### src/rtl/div_pkg.sv
// Shared definitions for the multi-cycle divider and the EX stage that drives it.
package div_pkg;

    localparam int DIV_DATA_W = 32;

    // Divider control FSM encodings.
    typedef enum logic [1:0] {
        DivFree   = 2'b00,
        DivByZero = 2'b01,
        DivOn     = 2'b10,
        DivEnd    = 2'b11
    } div_state_e;

    // Levels of ready_o.
    localparam logic DivResultReady    = 1'b1;
    localparam logic DivResultNotReady = 1'b0;

    // Levels of start_i.
    localparam logic DivStart = 1'b1;
    localparam logic DivStop  = 1'b0;

    // ALU op codes EX decodes to raise start_i and choose signed_div_i.
    localparam logic [7:0] EXE_DIV_OP  = 8'b0001_1010;
    localparam logic [7:0] EXE_DIVU_OP = 8'b0001_1011;

endpackage : div_pkg

### src/rtl/div.sv
// Restoring shift-subtract 32-bit divider, one quotient bit per clock.
// Handshake: EX holds start_i high until it sees ready_o; result_o is valid
// while ready_o is high; dropping start_i in END releases the divider back to
// FREE and clears the result. annul_i aborts a division in progress.
module div
    import div_pkg::*;
#(
    parameter int DATA_W = DIV_DATA_W
) (
    input  logic                clk,
    input  logic                rst,
    input  logic                signed_div_i,
    input  logic [DATA_W-1:0]   opdata1_i,
    input  logic [DATA_W-1:0]   opdata2_i,
    input  logic                start_i,
    input  logic                annul_i,
    output logic [2*DATA_W-1:0] result_o,
    output logic                ready_o
);

    localparam int CNT_W  = $clog2(DATA_W) + 1;
    localparam int WORK_W = 2 * DATA_W + 1;

    div_state_e          state_q, state_d;
    logic [CNT_W-1:0]    cnt_q, cnt_d;
    logic [WORK_W-1:0]   work_q, work_d;
    logic [DATA_W-1:0]   divisor_q, divisor_d;
    logic                dvd_neg_q, dvd_neg_d;
    logic                quo_neg_q, quo_neg_d;
    logic [2*DATA_W-1:0] result_q, result_d;
    logic                ready_q, ready_d;

    // Trial subtraction; bit DATA_W set means the divisor did not fit.
    logic [DATA_W:0]     diff;
    logic [DATA_W-1:0]   dvd_mag;
    logic [DATA_W-1:0]   dsr_mag;
    logic [DATA_W-1:0]   quo_mag;
    logic [DATA_W-1:0]   rem_mag;

    assign diff    = {1'b0, work_q[2*DATA_W-1:DATA_W]} - {1'b0, divisor_q};
    assign dvd_mag = (signed_div_i && opdata1_i[DATA_W-1]) ? -opdata1_i : opdata1_i;
    assign dsr_mag = (signed_div_i && opdata2_i[DATA_W-1]) ? -opdata2_i : opdata2_i;
    assign quo_mag = work_q[DATA_W-1:0];
    assign rem_mag = work_q[WORK_W-1:DATA_W+1];

    // State and datapath registers, cleared asynchronously.
    always_ff @(posedge clk or negedge rst) begin
        if (!rst) begin
            state_q   <= DivFree;
            cnt_q     <= '0;
            work_q    <= '0;
            divisor_q <= '0;
            dvd_neg_q <= 1'b0;
            quo_neg_q <= 1'b0;
            result_q  <= '0;
            ready_q   <= DivResultNotReady;
        end else begin
            state_q   <= state_d;
            cnt_q     <= cnt_d;
            work_q    <= work_d;
            divisor_q <= divisor_d;
            dvd_neg_q <= dvd_neg_d;
            quo_neg_q <= quo_neg_d;
            result_q  <= result_d;
            ready_q   <= ready_d;
        end
    end

    // Next-state and datapath update for the divider FSM.
    always_comb begin
        state_d   = state_q;
        cnt_d     = cnt_q;
        work_d    = work_q;
        divisor_d = divisor_q;
        dvd_neg_d = dvd_neg_q;
        quo_neg_d = quo_neg_q;
        result_d  = result_q;
        ready_d   = ready_q;

        unique case (state_q)
            DivFree: begin
                if (start_i == DivStart && !annul_i) begin
                    if (opdata2_i == '0) begin
                        state_d = DivByZero;
                    end else begin
                        state_d   = DivOn;
                        cnt_d     = '0;
                        dvd_neg_d = signed_div_i & opdata1_i[DATA_W-1];
                        quo_neg_d = signed_div_i & (opdata1_i[DATA_W-1] ^ opdata2_i[DATA_W-1]);
                        divisor_d = dsr_mag;
                        // Guard bit + zero upper half + |dividend|, pre-shifted by one.
                        work_d    = {{DATA_W{1'b0}}, dvd_mag, 1'b0};
                    end
                end
            end

            DivByZero: begin
                work_d   = '0;
                result_d = '0;
                ready_d  = DivResultReady;
                state_d  = DivEnd;
            end

            DivOn: begin
                if (annul_i) begin
                    state_d = DivFree;
                end else if (cnt_q != CNT_W'(DATA_W)) begin
                    if (diff[DATA_W]) begin
                        work_d = {work_q[WORK_W-2:0], 1'b0};
                    end else begin
                        work_d = {diff[DATA_W-1:0], work_q[DATA_W-1:0], 1'b1};
                    end
                    cnt_d = cnt_q + 1'b1;
                end else begin
                    // Remainder takes the sign of the dividend.
                    result_d = {dvd_neg_q ? -rem_mag : rem_mag,
                                quo_neg_q ? -quo_mag : quo_mag};
                    ready_d  = DivResultReady;
                    state_d  = DivEnd;
                end
            end

            DivEnd: begin
                // A start_i still high here is the old request, not a new one.
                if (start_i == DivStop) begin
                    result_d = '0;
                    ready_d  = DivResultNotReady;
                    state_d  = DivFree;
                end
            end

            default: begin
                state_d = DivFree;
            end
        endcase
    end

    assign result_o = result_q;
    assign ready_o  = ready_q;

endmodule : div
### config.mk
export PLATFORM = sky130hd
export DESIGN_NAME = div
export DESIGN_NICKNAME = d
export VERILOG_FILES = /design/src/rtl/div_pkg.sv /design/src/rtl/div.sv
export SDC_FILE = /design/constraint.sdc
export NUM_CORES = 1
export LEC_CHECK = 0
export ABC_AREA = 1
export ABC_CLOCK_PERIOD_IN_PS = 3300
export CAP_MARGIN = 20
export CORE_ASPECT_RATIO = 0.9
export CORE_UTILIZATION = 63
export DETAILED_ROUTE_END_ITERATION = 16
export PLACE_DENSITY = 0.92
export SYNTH_ARGS = -nofsm -noshare
export SYNTH_HDL_FRONTEND = slang
export SYNTH_SLANG_ARGS = --single-unit
### constraint.sdc
create_clock -name clk -period 3.3 [get_ports clk]
set_input_delay 0.66 -clock clk [delete_from_list [all_inputs] [get_ports clk]]
set_output_delay 0.66 -clock clk [all_outputs]
set_load 0.05 [all_outputs]
After elaboration in Yosys (flattened, before gate mapping)
Cells that the tools add are included.

storage, ports and cells
  register bits = 172
  input bits = 69

operators by class
  add/subtract/negate cells = 6
  eq/ne operators = 11
  muxes and demuxes = 29
  bitwise gates (word level) = 4
  reductions and logical operators = 14

operator list
  cell                   number
  $mux W65               5
  $pmux W65 S3           1
  $mux W64               3
  $pmux W64 S3           1
  $mux W32               4
  $neg A32 Y32           4
  $sub A32 B32 Y33       1
  $logic_not A32 Y1      1
  $mux W6                4
  $ne A2 B2 Y1 const B   6
  $pmux W6 S2            1
  $mux W2                5
  $reduce_and A5 Y1      2
  $pmux W2 S4            1
  $add A6 B1 Y6 const B  1
  $ne A6 B6 Y1 const B   1
  $reduce_and A3 Y1      2
  $reduce_bool A3 Y1     2
  $eq A2 B2 Y1 const B   2
  $reduce_and A4 Y1      1
  $logic_and A1 B1 Y1    3
  $mux W1                3
  $ne A3 B3 Y1 const B   1
  $pmux W1 S3            1
  7 further kinds        8

Depth between registers and ports, before layout
  depth after elaboration = 5
  depth in mapped cells = 16
  mapped depth without buffers = 16

Least setup slack after synthesis
OpenSTA, ideal clock, no wires.

  path kind = reg-to-reg
  start = register work_q[32]
  end = register work_q[35]
  data arrival time = 1.923 ns
  setup slack = 1.260 ns
  cell stages (with the launch flop) = 15
  period minus slack after synthesis = 2.040 ns
  cell sequence = dfrtp_1 -> inv_1 -> ha_1 -> fa_1 -> o21ai_1 -> nand3_1 -> nand2_1 -> nand2_1 -> nand2_1 -> nand2_2 -> nand2_2 -> buf_4 -> o21ai_0 -> nand3_1 -> nand2_1

on the way
  word-level cells in the longest chain between the ends = 5

RTL lines
  what                    RTL line    text
  from (decl)             div.sv:26   logic [WORK_W-1:0] work_q, work_d;
  from (signal assigned)  div.sv:60   work_q <= work_d;
  $sub A32 B32 Y33        div.sv:40   assign diff = {1'b0, work_q[2*DATA_W-1:DATA_W]} - {1'b0, divisor_q};
  $mux W65                div.sv:108  if (diff[DATA_W]) begin
  $mux W65                div.sv:107  end else if (cnt_q != CNT_W'(DATA_W)) begin
  $mux W65                div.sv:105  if (annul_i) begin
  $pmux W65 S3            div.sv:80   unique case (state_q)

Every way passes these cells. The select of a mux whose other input is x is not followed.
A chain may end at the register's enable or synchronous reset.

Worst setup path in the final report
  start = register state_q[0]
  end = register result_q[17] (netlist: result_o[17])

on the way
  word-level cells in the longest chain between the ends = 3
  elaborated cells between the ends (all ways) = 9
  those cells by class = eq/ne: 6; mux: 1; reduce/logical: 2

RTL lines
  what                                                                        RTL line   text
  from (decl)                                                                 div.sv:24  div_state_e state_q, state_d;
  from (signal assigned)                                                      div.sv:49  state_q <= DivFree;
  from (signal assigned)                                                      div.sv:58  state_q <= state_d;
  $eq A2 B2 Y1 / $eq A2 B1 Y1 (equally long branches)                         div.sv:80
  $ne A2 B2 Y1 (no source line) / $reduce_bool A3 Y1 (equally long branches)  --
  $reduce_and A4 Y1 (no source line)                                          --
  to (signal assigned)                                                        div.sv:64  result_q <= result_d;
  to (decl)                                                                   div.sv:30  logic [2*DATA_W-1:0] result_q, result_d;

Several ways; a longest one is shown, not always the timed one.

==> results.toml <==
[routing]
ant_nets = 0
dr.pass1.iters = 7
remaining_drc_errors = 0
vias_per_cell = 5.75
num_vias = 14700
wl_per_cell_um = 16.4
drt_wl_total_mm = 41.7
first_iter_violations = 1612

[pwr]
p_per_area_nw_per_um2 = 765
p_leak_uw = 0.00829
ir_drop_mv = 0.563
seqPwrFrac_pct = 26.8
p_int_uw = 5920
swShare_pct = 50.6
p_sw_uw = 6060
pwr-share-comb_pct = 55.5
pwr-share-clk_pct = 17.7

[clock_tree]
cts_hold_buf = 0
h-tree-depth = 4
root_buffer = "clkbuf_16"
cts_sinks = 172
clk_pin_slew_ns = 0.07
post-cts-setup-buffers = 0
numCtsBuffers = 17
clockBufferDepth = 2
clkLatencyLatePin_ns = 0.44
cts_tree = "done"
cts_resized = 0

[final_layout]
nets = 2366
antennaDiodeCount = 0
drive_gt1_share_pct = 4.11
syn_to_final_growth_pct = 16.0
final_cell_area_um2 = 15700

[worst_setup_path]
r2r-end = "result_o[17]"
critPathKind = "flip-flop to flip-flop"
cp-end-kind = "flip-flop"
r2r-start = "state_q[0]"
startpoint_type = "flip-flop"
cp_max_fo = 32
critPathRequiredTime_ns = 3.65
r2r_slack_ns = 0.29
reg2reg_depth = 10
critPathArrivalTime_ns = 3.35

[flow_run]
maxCapViolCount = 0

[synthesis]
ys_ff_latch = 172
netlist-cell-type-count = 46
synth_top_area_share_pct = 31.9
yosys.area.top_type = "dfrtp_1"
yosysWarnings = 0
synthesis.area_um2 = 13500
netlist_instances = 2139
syn-num-nets = 2252
avgSynthCellArea_um2 = 6.31
synthTopCellsByArea = "dfrtp_1 (32%), nand2_1 (20%), inv_1 (8.5%)"
synth_seq_area_share_pct = 31.9

[die]
die_x_um = 156
die_y_um = 141
core-area_um2 = 20900
ios = 134
rows = 50
start_util_pct = 64.6
dieArea_um2 = 22000

[sta]
worst_slew_pin_slew_ns = 0.781
skew_ns = 0.0109
hold_viol = 0
drv_slew = 0
slew_headroom_pct = 47.9
rsz0062_at_grt = "false"
period_needed_ns = 3.01
max_freq_mhz = 332
final.setup.tns_ns = 0
setup_viol = 0
final.period_utilization_pct = 91.2

[hold_path]
hp-class = "primary input to async pin"

[placed_design]
numPortBuffers = 133
placed_cell_area_um2 = 15100
gp_congestion = 0.982
hpwl_mm = 32.0

[grt]
antenna_found_initial = 0
grt_overflow = 0
grt_usage_pct = 38.8
grt_max_degree = 80
grt_pass1_vias = 13000
grt_pass1_wl_mm = 66.7

[run_status]
status = "finished clean"
==> flip-flops by register name, summed over array words and instances (netlist names) <==
| signal | count |
|---|---|
| divisor_q | 32 |
| dvd_neg_q | 1 |
| ready_o | 1 |
| work_q | 65 |
| result_o | 64 |
| cnt_q | 6 |
| quo_neg_q | 1 |
| state_q | 2 |
==> placed cells by master (no fill, tap or decap), types with 35 or more instances in the layout <==
cell type / n
a21oi_1: 59
clkdlybuf4s50_1: 132
dfrtp_1: 172
ha_1: 43
inv_1: 306
nand2_1: 718
nand3_1: 215
nand4_1: 35
nor2_1: 191
o21ai_0: 123
xor2_1: 45
==> cells by family (layout without fill, tap and decap cells) <==
family                   count (synthesis)  in the layout  synth area share, %
buffers and inverters                  377            502                 11.3
XOR/XNOR                                64             64                 4.15
AO/OA/AOI/OAI                          260            260                 10.7
flip-flops                             172            172                 31.9
AND/OR/NAND/NOR                       1222           1222                 37.9
adder cells (fa/ha/maj)                 44             44                 4.13
==> power groups by stage <==
| stage | clock network (uW) | registers (uW) | logic, uW |
|---|---|---|---|
| final | 2120 | 3210 | 6650 |
| after global routing | 2200 | 3250 | 7260 |
| after CTS | 2110 | 3170 | 6470 |
| after detailed placement | 0 | 3200 | 6400 |
| after global placement | 0 | 3170 | 6220 |
| after floorplan | 0 | 3590 | 4180 |
==> worst max-delay path, stage by stage (launching register included) <==
cell	delay, ns
dfrtp_1	0.40
inv_1	0.15
ha_1	0.52
nand2_1	0.14
o21ai_0	0.15
and2_1	0.26
nand2_2	0.24
inv_2	0.48
buf_4	0.29
nand2_1	0.08
o21ai_1	0.18
==> how the worst max path moves through the flow <==
stage | startpoint | endpoint | cells past startpoint
3_3_place_gp | annul_i | result_o[17] | 10
4_1_cts | state_q[0] | result_o[17] | 10
5_1_grt | state_q[0] | result_o[17] | 10
2_1_floorplan | work_q[32] | work_q[35] | 14
3_5_place_dp | annul_i | result_o[19] | 10
6_report | state_q[0] | result_o[17] | 10
==> per-stage QoR <==
stage               util, %  instances  power (uW)  setup WS (ns)  hold slack (ns)
detailed placement     72.1       2520        9600          0.296            0.466
CTS                    75.0       2550       11800          0.372            0.296
global route           75.0       2550       12700          0.166            0.320
global placement       72.1       2520        9390          0.421            0.463
finish                 75.0       2550       12000          0.291            0.267
floorplan                 -       2139        7770           1.26            0.364
==> layout make-up <==
| type | count | area (um2) |
|---|---|---|
| Timing Repair Buffer | 158 | 1550 |
| Inverter | 314 | 1180 |
| Sequential cell | 172 | 4300 |
| Multi-Input combinational cell | 1590 | 7680 |
| Fill cell | 1663 | 5230 |
| Tap cell | 286 | 358 |
| Clock buffer | 19 | 443 |
| Clock inverter | 11 | 159 |
==> synth_stat cells, drive strengths merged <==
| cell type | instances |
|---|---|
| a31oi | 1 |
| fa | 1 |
| a22o | 15 |
| or2 | 5 |
| o21ai | 156 |
| o21bai | 1 |
| o211ai | 1 |
| a21oi | 60 |
| ha | 43 |
| o22ai | 9 |
| nand3 | 216 |
| clkinv | 2 |
| nand2 | 725 |
| dfrtp | 172 |
| nor2 | 202 |
| clkbuf | 17 |
| and3 | 1 |
| inv | 312 |
| and2 | 3 |
| nand4 | 36 |
| xnor2 | 19 |
| a22oi | 3 |
| nor4 | 3 |
| nor3 | 23 |
| xor2 | 45 |
| o31ai | 4 |
| o21a | 2 |
| buf | 46 |
| nand3b | 8 |
| a21boi | 8 |
==> routing by layer <==
metal | GRT usage (%) | wire (um)
met4 | 9.24 | 700
met2 | 56.0 | 17100
met3 | 9.35 | 5650
met1 | 58.1 | 18300
met5 | 0 | 0
No activity file was read; power rests on OpenSTA's default activity.
